File: config.mk
export PLATFORM = sky130hd
export DESIGN_NAME = mouse_tracker
export DESIGN_NICKNAME = d
export VERILOG_FILES = /design/src/rtl/mouse_tracker.sv
export SDC_FILE = /design/constraint.sdc
export NUM_CORES = 1
export LEC_CHECK = 0
export CORE_AREA = 4 4 87 89
export CTS_BUF_LIST = sky130_fd_sc_hd__clkbuf_2 sky130_fd_sc_hd__clkbuf_4 sky130_fd_sc_hd__clkbuf_8
export CTS_CLUSTER_DIAMETER = 30
export DETAILED_ROUTE_END_ITERATION = 12
export DIE_AREA = 0 0 91 93
export PLACE_DENSITY_LB_ADDON = 0.05
export REMOVE_ABC_BUFFERS = 1
export SYNTH_ARGS = -nofsm -noshare
export SYNTH_HDL_FRONTEND = slang
export SYNTH_SLANG_ARGS = --single-unit
File: constraint.sdc
create_clock -name clock -period 3.4 [get_ports clock]
set_input_delay 0.51 -clock clock [delete_from_list [all_inputs] [get_ports clock]]
set_output_delay 0.51 -clock clock [all_outputs]
set_load 0.005 [all_outputs]
File: src/rtl/mouse_tracker.sv
// PS/2 mouse stream receiver: deframes 11-bit frames, assembles 3-byte packets and
// integrates the X delta into a clamped absolute position plus the left button state.
module mouse_tracker #(
  parameter logic [15:0] X_MAX          = 16'd639,
  parameter int          TIMEOUT_CYCLES = 5000
) (
  input  logic        clock,
  input  logic        reset_,
  input  logic        ps2_clk,
  input  logic        ps2_data,
  output logic [15:0] mouse_x,
  output logic        mouse_pressed_,
  output logic        packet_valid,
  output logic        frame_error
);

  localparam int            TW   = $clog2(TIMEOUT_CYCLES + 1);
  localparam logic [TW-1:0] TMAX = TW'(TIMEOUT_CYCLES);

  localparam logic [1:0] S_IDLE = 2'd0, S_DATA = 2'd1, S_PARITY = 2'd2, S_STOP = 2'd3;
  localparam logic [1:0] S_BYTE0 = 2'd0, S_BYTE1 = 2'd1, S_BYTE2 = 2'd2;

  function automatic logic odd_parity_ok(input logic [7:0] d, input logic p);
    return ^{d, p};
  endfunction

  logic [1:0]    ck_sync_q, ck_sync_d, dt_sync_q, dt_sync_d;
  logic          ck_prev_q, ck_prev_d;
  logic [1:0]    bit_st_q, bit_st_d, byte_st_q, byte_st_d;
  logic [2:0]    bit_cnt_q, bit_cnt_d;
  logic [7:0]    shift_q, shift_d, dx_lo_q, dx_lo_d;
  logic          par_ok_q, par_ok_d;
  logic          btn_q, btn_d, xs_q, xs_d, xo_q, xo_d;
  logic [TW-1:0] timer_q, timer_d;
  logic [15:0]   mouse_x_q, mouse_x_d;
  logic          pressed_q, pressed_d, valid_q, valid_d, ferr_q, ferr_d;

  logic              sdata, fall, active, timeout_hit, byte_done, bit_err;
  logic signed [16:0] sum_s;

  assign sdata       = dt_sync_q[1];
  assign active      = (bit_st_q != S_IDLE) || (byte_st_q != S_BYTE0);
  assign timeout_hit = active && (timer_q == TMAX);
  // A falling edge in the timeout cycle is deliberately ignored.
  assign fall        = ck_prev_q & ~ck_sync_q[1] & ~timeout_hit;
  assign sum_s       = $signed({1'b0, mouse_x_q}) + $signed({{8{xs_q}}, xs_q, dx_lo_q});

  always_comb begin
    ck_sync_d = {ck_sync_q[0], ps2_clk};
    dt_sync_d = {dt_sync_q[0], ps2_data};
    ck_prev_d = ck_sync_q[1];
    bit_st_d  = bit_st_q;
    bit_cnt_d = bit_cnt_q;
    shift_d   = shift_q;
    par_ok_d  = par_ok_q;
    byte_done = 1'b0;
    bit_err   = 1'b0;
    case (bit_st_q)
      S_IDLE: begin
        if (fall && !sdata) begin
          bit_st_d  = S_DATA;
          bit_cnt_d = 3'd0;
        end else begin
          bit_st_d = S_IDLE;
        end
      end
      S_DATA: begin
        if (fall) begin
          shift_d   = {sdata, shift_q[7:1]};
          bit_cnt_d = bit_cnt_q + 3'd1;
          bit_st_d  = (bit_cnt_q == 3'd7) ? S_PARITY : S_DATA;
        end else begin
          bit_st_d = S_DATA;
        end
      end
      S_PARITY: begin
        if (fall) begin
          par_ok_d = odd_parity_ok(shift_q, sdata);
          bit_st_d = S_STOP;
        end else begin
          bit_st_d = S_PARITY;
        end
      end
      S_STOP: begin
        if (fall) begin
          byte_done = sdata & par_ok_q;
          bit_err   = ~(sdata & par_ok_q);
          bit_st_d  = S_IDLE;
        end else begin
          bit_st_d = S_STOP;
        end
      end
      default: bit_st_d = S_IDLE;
    endcase

    byte_st_d = byte_st_q;
    btn_d     = btn_q;
    xs_d      = xs_q;
    xo_d      = xo_q;
    dx_lo_d   = dx_lo_q;
    mouse_x_d = mouse_x_q;
    pressed_d = pressed_q;
    valid_d   = 1'b0;
    ferr_d    = 1'b0;
    if (byte_done) begin
      case (byte_st_q)
        S_BYTE0: begin
          // Bytes without the always-one bit 3 are dropped to regain packet alignment.
          if (shift_q[3]) begin
            btn_d     = shift_q[0];
            xs_d      = shift_q[4];
            xo_d      = shift_q[6];
            byte_st_d = S_BYTE1;
          end else begin
            byte_st_d = S_BYTE0;
          end
        end
        S_BYTE1: begin
          dx_lo_d   = shift_q;
          byte_st_d = S_BYTE2;
        end
        S_BYTE2: begin
          if (xo_q) mouse_x_d = mouse_x_q;
          else if (sum_s[16]) mouse_x_d = 16'd0;
          else if (sum_s[15:0] > X_MAX) mouse_x_d = X_MAX;
          else mouse_x_d = sum_s[15:0];
          pressed_d = ~btn_q;
          valid_d   = 1'b1;
          byte_st_d = S_BYTE0;
        end
        default: byte_st_d = S_BYTE0;
      endcase
    end else begin
      byte_st_d = byte_st_q;
    end

    if (bit_err || timeout_hit) begin
      ferr_d    = 1'b1;
      bit_st_d  = S_IDLE;
      byte_st_d = S_BYTE0;
    end else begin
      ferr_d = 1'b0;
    end

    if (timeout_hit || !active || fall) timer_d = '0;
    else timer_d = timer_q + TW'(1);
  end

  always_ff @(posedge clock or negedge reset_) begin
    if (!reset_) begin
      ck_sync_q <= 2'b11;
      dt_sync_q <= 2'b11;
      ck_prev_q <= 1'b1;
      bit_st_q  <= S_IDLE;
      byte_st_q <= S_BYTE0;
      bit_cnt_q <= 3'd0;
      shift_q   <= 8'd0;
      par_ok_q  <= 1'b0;
      btn_q     <= 1'b0;
      xs_q      <= 1'b0;
      xo_q      <= 1'b0;
      dx_lo_q   <= 8'd0;
      timer_q   <= '0;
      mouse_x_q <= 16'd0;
      pressed_q <= 1'b1;
      valid_q   <= 1'b0;
      ferr_q    <= 1'b0;
    end else begin
      ck_sync_q <= ck_sync_d;
      dt_sync_q <= dt_sync_d;
      ck_prev_q <= ck_prev_d;
      bit_st_q  <= bit_st_d;
      byte_st_q <= byte_st_d;
      bit_cnt_q <= bit_cnt_d;
      shift_q   <= shift_d;
      par_ok_q  <= par_ok_d;
      btn_q     <= btn_d;
      xs_q      <= xs_d;
      xo_q      <= xo_d;
      dx_lo_q   <= dx_lo_d;
      timer_q   <= timer_d;
      mouse_x_q <= mouse_x_d;
      pressed_q <= pressed_d;
      valid_q   <= valid_d;
      ferr_q    <= ferr_d;
    end
  end

  assign mouse_x        = mouse_x_q;
  assign mouse_pressed_ = pressed_q;
  assign packet_valid   = valid_q;
  assign frame_error    = ferr_q;

endmodule
==> results.ini, run 1 <==
[synth]
synth_top_cell_by_area=sky130_fd_sc_hd__dfrtp_1
synth_sequential_area_ratio=0.445
post_synth_instance_area_sq_um=3620
synth-edff-count=0
syn_inst=333
fraction_of_registers_with_async_set_reset=1.00
synth_ff_type=sky130_fd_sc_hd__dfrtp_1
per_instance_average_area_after_synthesis_sq_um=10.9
netlist-cell-type-count=64
ys_top_cells_by_area=sky130_fd_sc_hd__dfrtp_1 40%, sky130_fd_sc_hd__ha_1 6.9%, sky130_fd_sc_hd__mux2_2 6.2%, sky130_fd_sc_hd__dfstp_2 4.4%, sky130_fd_sc_hd__xnor2_1 4.4%
postSynthRegisterBits=64
synth.yosys.warnings=0
synth_largest_type_area_fraction=0.401

[flow_run]
maximum_capacitance_violations=0

[cells_and_area]
most-common-layout-cells=58 x sky130_fd_sc_hd__dfrtp_1, 28 x sky130_fd_sc_hd__nor2_1, 21 x sky130_fd_sc_hd__a21oi_1, 21 x sky130_fd_sc_hd__clkdlybuf4s50_1
layout.nets=389
diodes=0
syn2layout_area_growth_pct=14.0
proportion_of_layout_cells_with_a_drive_suffix_above_1=0.179
finalNonFillerCells=449
fin_area_sq_um=4120
layout_commonest_cell=sky130_fd_sc_hd__dfrtp_1

[clock_tree]
clock_tree.root_cell=sky130_fd_sc_hd__clkbuf_8
cts-root-to-sink-buffers=2
ctsHtreeMaxLevel=3
cts_tree=built
cts-buffers-inserted=9
cts_hold_repair.buffers=0
cts_post_setup_buffers_inserted=0
postCtsResizedCells=0
clock-sinks=64
path_clk_slew_ps=80
worst_skew_pair.late_latency_ps=350

[die]
floorplan.initialDensity=0.535
core_sq_um=6760
placementRows=30
floorplan.die_area_sq_um=8460
dieHeight_microns=93
die_width_microns=91
io_pins=23

[sta]
finalHoldViolCount=0
fin_hold_ws_ps=282
finalWorstPathRequiredPeriod_ps=2950
rsz_0062_raised_after_global_routing=no
clock-skew-final_ps=9.65
finalSetupTns_ps=0
timing.fmax_mhz=339
timing_worst_slew_pin_value_ps=864
final_min_period_over_clock_period=0.867
timing.max_slew.rel_slack=0.424
finalMaxSlewViolations=0
timing.final.setup_violations=0

[min_path]
hp-class=in2async

[placement]
place.detailed.hpwl_mm=5.06
place.port_buffers=22
dpl.cell_count=433
detailed_place.area_sq_um=3930
final_replace_weighted_congestion=0.845

[setup_path]
worst_ep_required_time_ps=3610
timing.setup.critical_path_class=reg2reg
endpoint_kind=flop
critical_path.startpoint_type=flop
crit_path_max_fanout=7
cp_data_arrival_time_ps=3160

[drt]
vias_per_cell=5.72
vias_after_detailed_routing=2570
detail_route.first_pass.iterations=4
total_routed_wirelength_mm=7.21
antenna_violating_nets_post_route=0
wirelength_per_cell_microns=16.0
drt_iter0_markers=113
drt_drc_violations_left=0

[pwr]
peak_vdd_ir_v=0.000384
pwr_density_cell_nw_per_um2=491
total_leakage_power_nw=1.83

[global_routing]
grt_pass1_vias=2618
grt-ovfl-total=0
pin_count_of_the_biggest_net_entering_global_routing=38
global_routing_usage_summed_across_all_routing_layers=0.187
global_route_wire_length_before_repair_mm=12.8
number_of_antenna_violations_at_the_first_check_in_global_routing=0

[status]
run_status=completed

synthesized netlist by cell type (all sizes together), types with 2 or more instances:
cell type / instances
mux2i: 9
dfstp: 6
xor2: 13
ha: 20
nand2b: 5
o22ai: 2
nor2: 28
inv: 14
nand2: 19
o21ai: 10
o31ai: 2
a21o: 3
dfrtp: 58
xnor2: 19
buf: 4
nor2b: 9
clkbuf: 3
nand4: 6
nor4b: 3
a22o: 2
nand3: 15
a211oi: 3
a21oi: 22
nor3b: 3
nor3: 6
and3: 6
mux2: 20
o2111ai: 2
final cells by class:
type	count	area, sq um
clock buffers	9	124
clock inverters	7	71.3
fillers	571	2630
inverters	14	52.6
multi-input cells	248	1910
flip-flops and latches	64	1610
well taps	80	100
repair buffers	27	253
layer usage:
| metal | global-route usage | vias to the layer above | routed length [microns] |
|---|---|---|---|
| met5 | 0 | - | 0 |
| li1 | - | 1253 | - |
| met3 | 0.0370 | 11 | 195 |
| met2 | 0.281 | 40 | 3160 |
| met1 | 0.265 | 1266 | 3700 |
| met4 | 0.0804 | 0 | 148 |
metrics by stage:
step                power (mW)  worst slack [ps]  utilization
global placement          1.38               546        0.581
global route              2.14               216        0.610
finish                    2.02               451        0.610
floorplan                 1.28               441            -
CTS                       2.05               442        0.610
detailed placement        1.38               441        0.581
registers in the layout, indices dropped and copies added, names as in the netlist:
register,cells
bit_cnt_q,3
bit_st_q,2
btn_q,1
byte_st_q,2
ck_prev_q,1
ck_sync_q,2
dt_sync_q,2
dx_lo_q,8
frame_error,1
mouse_pressed_,1
mouse_x,16
packet_valid,1
par_ok_q,1
shift_q,8
timer_q,13
xo_q,1
xs_q,1
worst max-delay path, cell delays in order, from the launching register on:
cell and delay (ps):
sky130_fd_sc_hd__dfrtp_1 380, sky130_fd_sc_hd__ha_1 190, sky130_fd_sc_hd__inv_1 60, sky130_fd_sc_hd__fa_1 430
sky130_fd_sc_hd__nor2b_4 160, sky130_fd_sc_hd__o31ai_4 80, sky130_fd_sc_hd__a21oi_2 230, sky130_fd_sc_hd__o41ai_4 120
sky130_fd_sc_hd__or4_1 460, sky130_fd_sc_hd__and3_1 240, sky130_fd_sc_hd__nor3_4 340, sky130_fd_sc_hd__a21oi_1 110
kinds of logic after synthesis:
kind of cell               share of synthesized area
DFF                                            0.445
muxes                                         0.0872
xor gates and xnor gates                      0.0796
adders and majority gates                     0.0747
buffers and inverters                         0.0263
AOI/OAI and AO/OA                              0.122
and+or+nand+nor                                0.166
where the power goes:
group          total (mW)  switching, mW  internal (mW)
Sequential          0.972          0.111          0.861
Combinational       0.400          0.176          0.225
Clock               0.652          0.314          0.338
worst paths after layout:
kind                                        startpoint                         end  slack [ps]  cells after the start
worst max register to register  mouse_x[0]$_DFFE_PN0P_      mouse_x[5]$_DFFE_PN0P_         450                     11
worst max-delay path            mouse_x[0]$_DFFE_PN0P_      mouse_x[5]$_DFFE_PN0P_         450                     11
worst min-delay path                            reset_        timer_q[1]$_DFF_PN0_         280                      1
worst min register to register  ck_sync_q[0]$_DFF_PN1_      ck_sync_q[1]$_DFF_PN1_         350                      0
max in group asynchronous                       reset_  mouse_pressed_$_DFFE_PN1P_        2330                      2
min in group clock              ck_sync_q[0]$_DFF_PN1_      ck_sync_q[1]$_DFF_PN1_         350                      0
(Power assumes the default switching activity.)
==> run 2, diff against run 1 <==
Settings changed: CELL_PAD_IN_SITES_DETAIL_PLACEMENT from default to 0, CELL_PAD_IN_SITES_GLOBAL_PLACEMENT from default to 2, CORE_AREA 4 4 87 89 to 4 4 99 101, CTS_CLUSTER_DIAMETER 30 to 100, DIE_AREA 0 0 91 93 to 0 0 103 105.
==> results.ini, run 2 (same netlist as run 1, synthesis figures left out) <==
[status]
run_status=completed

[clock_tree]
worst_skew_pair.late_latency_ps=350  ; about the same
cts-root-to-sink-buffers=2  ; unchanged
cts_post_setup_buffers_inserted=0  ; unchanged
postCtsResizedCells=0  ; unchanged
ctsHtreeMaxLevel=3  ; unchanged
cts-buffers-inserted=9  ; unchanged
cts_hold_repair.buffers=0  ; unchanged
clock-sinks=64  ; unchanged
cts_tree=built
clock_tree.root_cell=sky130_fd_sc_hd__clkbuf_8
path_clk_slew_ps=80  ; about the same

[cells_and_area]
layout.nets=389  ; unchanged
fillCellCount=849  ; +49%
diodes=0  ; unchanged
layout_commonest_cell=sky130_fd_sc_hd__dfrtp_1
most-common-layout-cells=58 x sky130_fd_sc_hd__dfrtp_1, 28 x sky130_fd_sc_hd__nor2_1, 21 x sky130_fd_sc_hd__a21oi_1, 21 x sky130_fd_sc_hd__clkdlybuf4s50_1
syn2layout_area_growth_pct=15.3
proportion_of_layout_cells_with_a_drive_suffix_above_1=0.179  ; unchanged
max_reg_flops=16  ; unchanged
finalCoreUtilization=0.462  ; -0.148
fin_area_sq_um=4170  ; +1.1%

[drt]
drt_drc_violations_left=0  ; unchanged
wirelength_per_cell_microns=15.7  ; -2.4%
vias_per_cell=5.26  ; -8.1%
vias_after_detailed_routing=2526  ; -1.7%
total_routed_wirelength_mm=7.52  ; +4.3%
antenna_violating_nets_post_route=0  ; unchanged
drt_iter0_markers=93  ; -18%
detail_route.first_pass.iterations=4  ; unchanged

[die]
placementRows=35  ; +17%
floorplan.die_area_sq_um=10800  ; +28%
floorplan.initialDensity=0.401  ; -0.134
core_sq_um=9020  ; +34%
die_width_microns=103  ; +13%
io_pins=23  ; unchanged
dieHeight_microns=105  ; +13%

[pwr]
total_leakage_power_nw=1.83  ; about the same
internal_power_mw=1.43  ; +0.31%
power.switching_fraction=0.306  ; +0.00900
power_frac_comb=0.197  ; about the same
net-switching-power_mw=0.629  ; +4.7%
seq_power_share=0.473  ; -0.007
peak_vdd_ir_v=0.000252  ; -34%
pwr_density_cell_nw_per_um2=493  ; +0.48%
power_frac_clock=0.330  ; +0.008

[setup_path]
critical_path.startpoint_type=flop
cp_slowest_stage_delay_ps=460  ; about the same
worst_ep_required_time_ps=3620  ; about the same
timing.rr.start=mouse_x[0]$_DFFE_PN0P_
cp_slowest_cell=sky130_fd_sc_hd__or4_1
critical_path.top_delay_family=simple AND/OR/NAND/NOR gates
cp_data_arrival_time_ps=3190  ; +30 ps
timing.setup.critical_path_class=reg2reg
rr_endpoint=mouse_x[3]$_DFFE_PN0P_
cp_num_buf_inv=1  ; unchanged
endpoint_kind=flop
crit_chain=ha_1, inv_1, fa_1, nor2b_4, o31ai_4, a21oi_2, o41ai_4, or4_1, and3_1, nor3_4, a21oi_1
crit_path_max_fanout=7  ; unchanged
regToRegSetupSlack_ps=430  ; -20 ps
rr_worst_depth=11  ; unchanged

[global_routing]
grt-ovfl-total=0  ; unchanged
grt_pass1_vias=2662  ; +1.7%
pin_count_of_the_biggest_net_entering_global_routing=55  ; +45%
global_route_wire_length_before_repair_mm=13.3  ; +4.0%
global_routing_usage_summed_across_all_routing_layers=0.156  ; -0.0310
number_of_antenna_violations_at_the_first_check_in_global_routing=0  ; unchanged

[min_path]
hp-class=in2async

[sta]
timing_worst_slew_pin_value_ps=678  ; -186 ps
timing.final.setup_violations=0  ; unchanged
clock-skew-final_ps=6.56  ; -3.08 ps
timing.max_slew.rel_slack=0.548  ; +0.124
timing.fmax_mhz=337  ; -0.68%
final_min_period_over_clock_period=0.873  ; +0.00593
fin_hold_ws_ps=25.5  ; -256 ps
rsz_0062_raised_after_global_routing=no
finalHoldViolCount=0  ; unchanged
finalMaxSlewViolations=0  ; unchanged
finalWorstPathRequiredPeriod_ps=2970  ; +20.2 ps
postLayoutSetupSlackWorst_ps=431  ; -20.2 ps
finalSetupTns_ps=0  ; unchanged

[placement]
detailed_place.area_sq_um=3970  ; +0.99%
final_replace_weighted_congestion=0.772  ; -8.7%
place.port_buffers=22  ; unchanged
place_ws_ps=414  ; -27.6 ps
place.detailed.hpwl_mm=5.47  ; +8.1%

[flow_run]
maximum_capacitance_violations=0  ; unchanged

-- run 2: cell types whose count changed in the layout (fill, tap and decap cells not counted) --
cell and delta:
sky130_fd_sc_hd__clkinv_2 -2, sky130_fd_sc_hd__clkinv_4 +1, sky130_fd_sc_hd__inv_6 +1
-- run 2: worst max-delay path by stage --
stage,from,to,depth (start not counted)
after floorplan,ck_prev_q$_DFF_PN1_,mouse_x[0]$_DFFE_PN0P_,8
after global placement,xs_q$_DFFE_PN0P_,mouse_x[2]$_DFFE_PN0P_,9
after detailed placement,mouse_x[0]$_DFFE_PN0P_,mouse_x[0]$_DFFE_PN0P_,11
after CTS,mouse_x[0]$_DFFE_PN0P_,mouse_x[6]$_DFFE_PN0P_,11
after global routing,mouse_x[0]$_DFFE_PN0P_,mouse_x[3]$_DFFE_PN0P_,11
final,mouse_x[0]$_DFFE_PN0P_,mouse_x[3]$_DFFE_PN0P_,11
-- run 2: area by class of cell --
class | instances | area, sq um | area share
clock buffer | 9 | 124 | 0.0297
sequential | 64 | 1610 | 0.386
multi-input combinational | 248 | 1910 | 0.459
clock inverter | 7 | 78.8 | 0.0189
tap | 111 | 139 | 0.0333
timing repair buffer | 27 | 253 | 0.0606
inverter | 14 | 52.6 | 0.0126
-- run 2: metrics by stage --
stage / power [mW] / instances
final: 2.06 / 480
after global routing: 2.20 / 480
after CTS: 2.09 / 480
after detailed placement: 1.39 / 464
after global placement: 1.39 / 464
after floorplan: 1.28 / 326
-- run 2: metal layers --
layer,vias to the layer above,track usage,part of all wire
met2,27,0.260,0.51
met4,0,0.0444,0.011
li1,1258,-,-
met5,-,0,0
met3,8,0.0401,0.022
met1,1233,0.198,0.46
-- run 2: power by group through the flow --
stage	clock (mW)	sequential, mW	combinational [mW]
6_report	0.679	0.972	0.406
5_1_grt	0.738	0.998	0.465
3_5_place_dp	0	0.991	0.403
3_3_place_gp	0	0.988	0.405
2_1_floorplan	0	0.954	0.327
4_1_cts	0.706	0.975	0.413
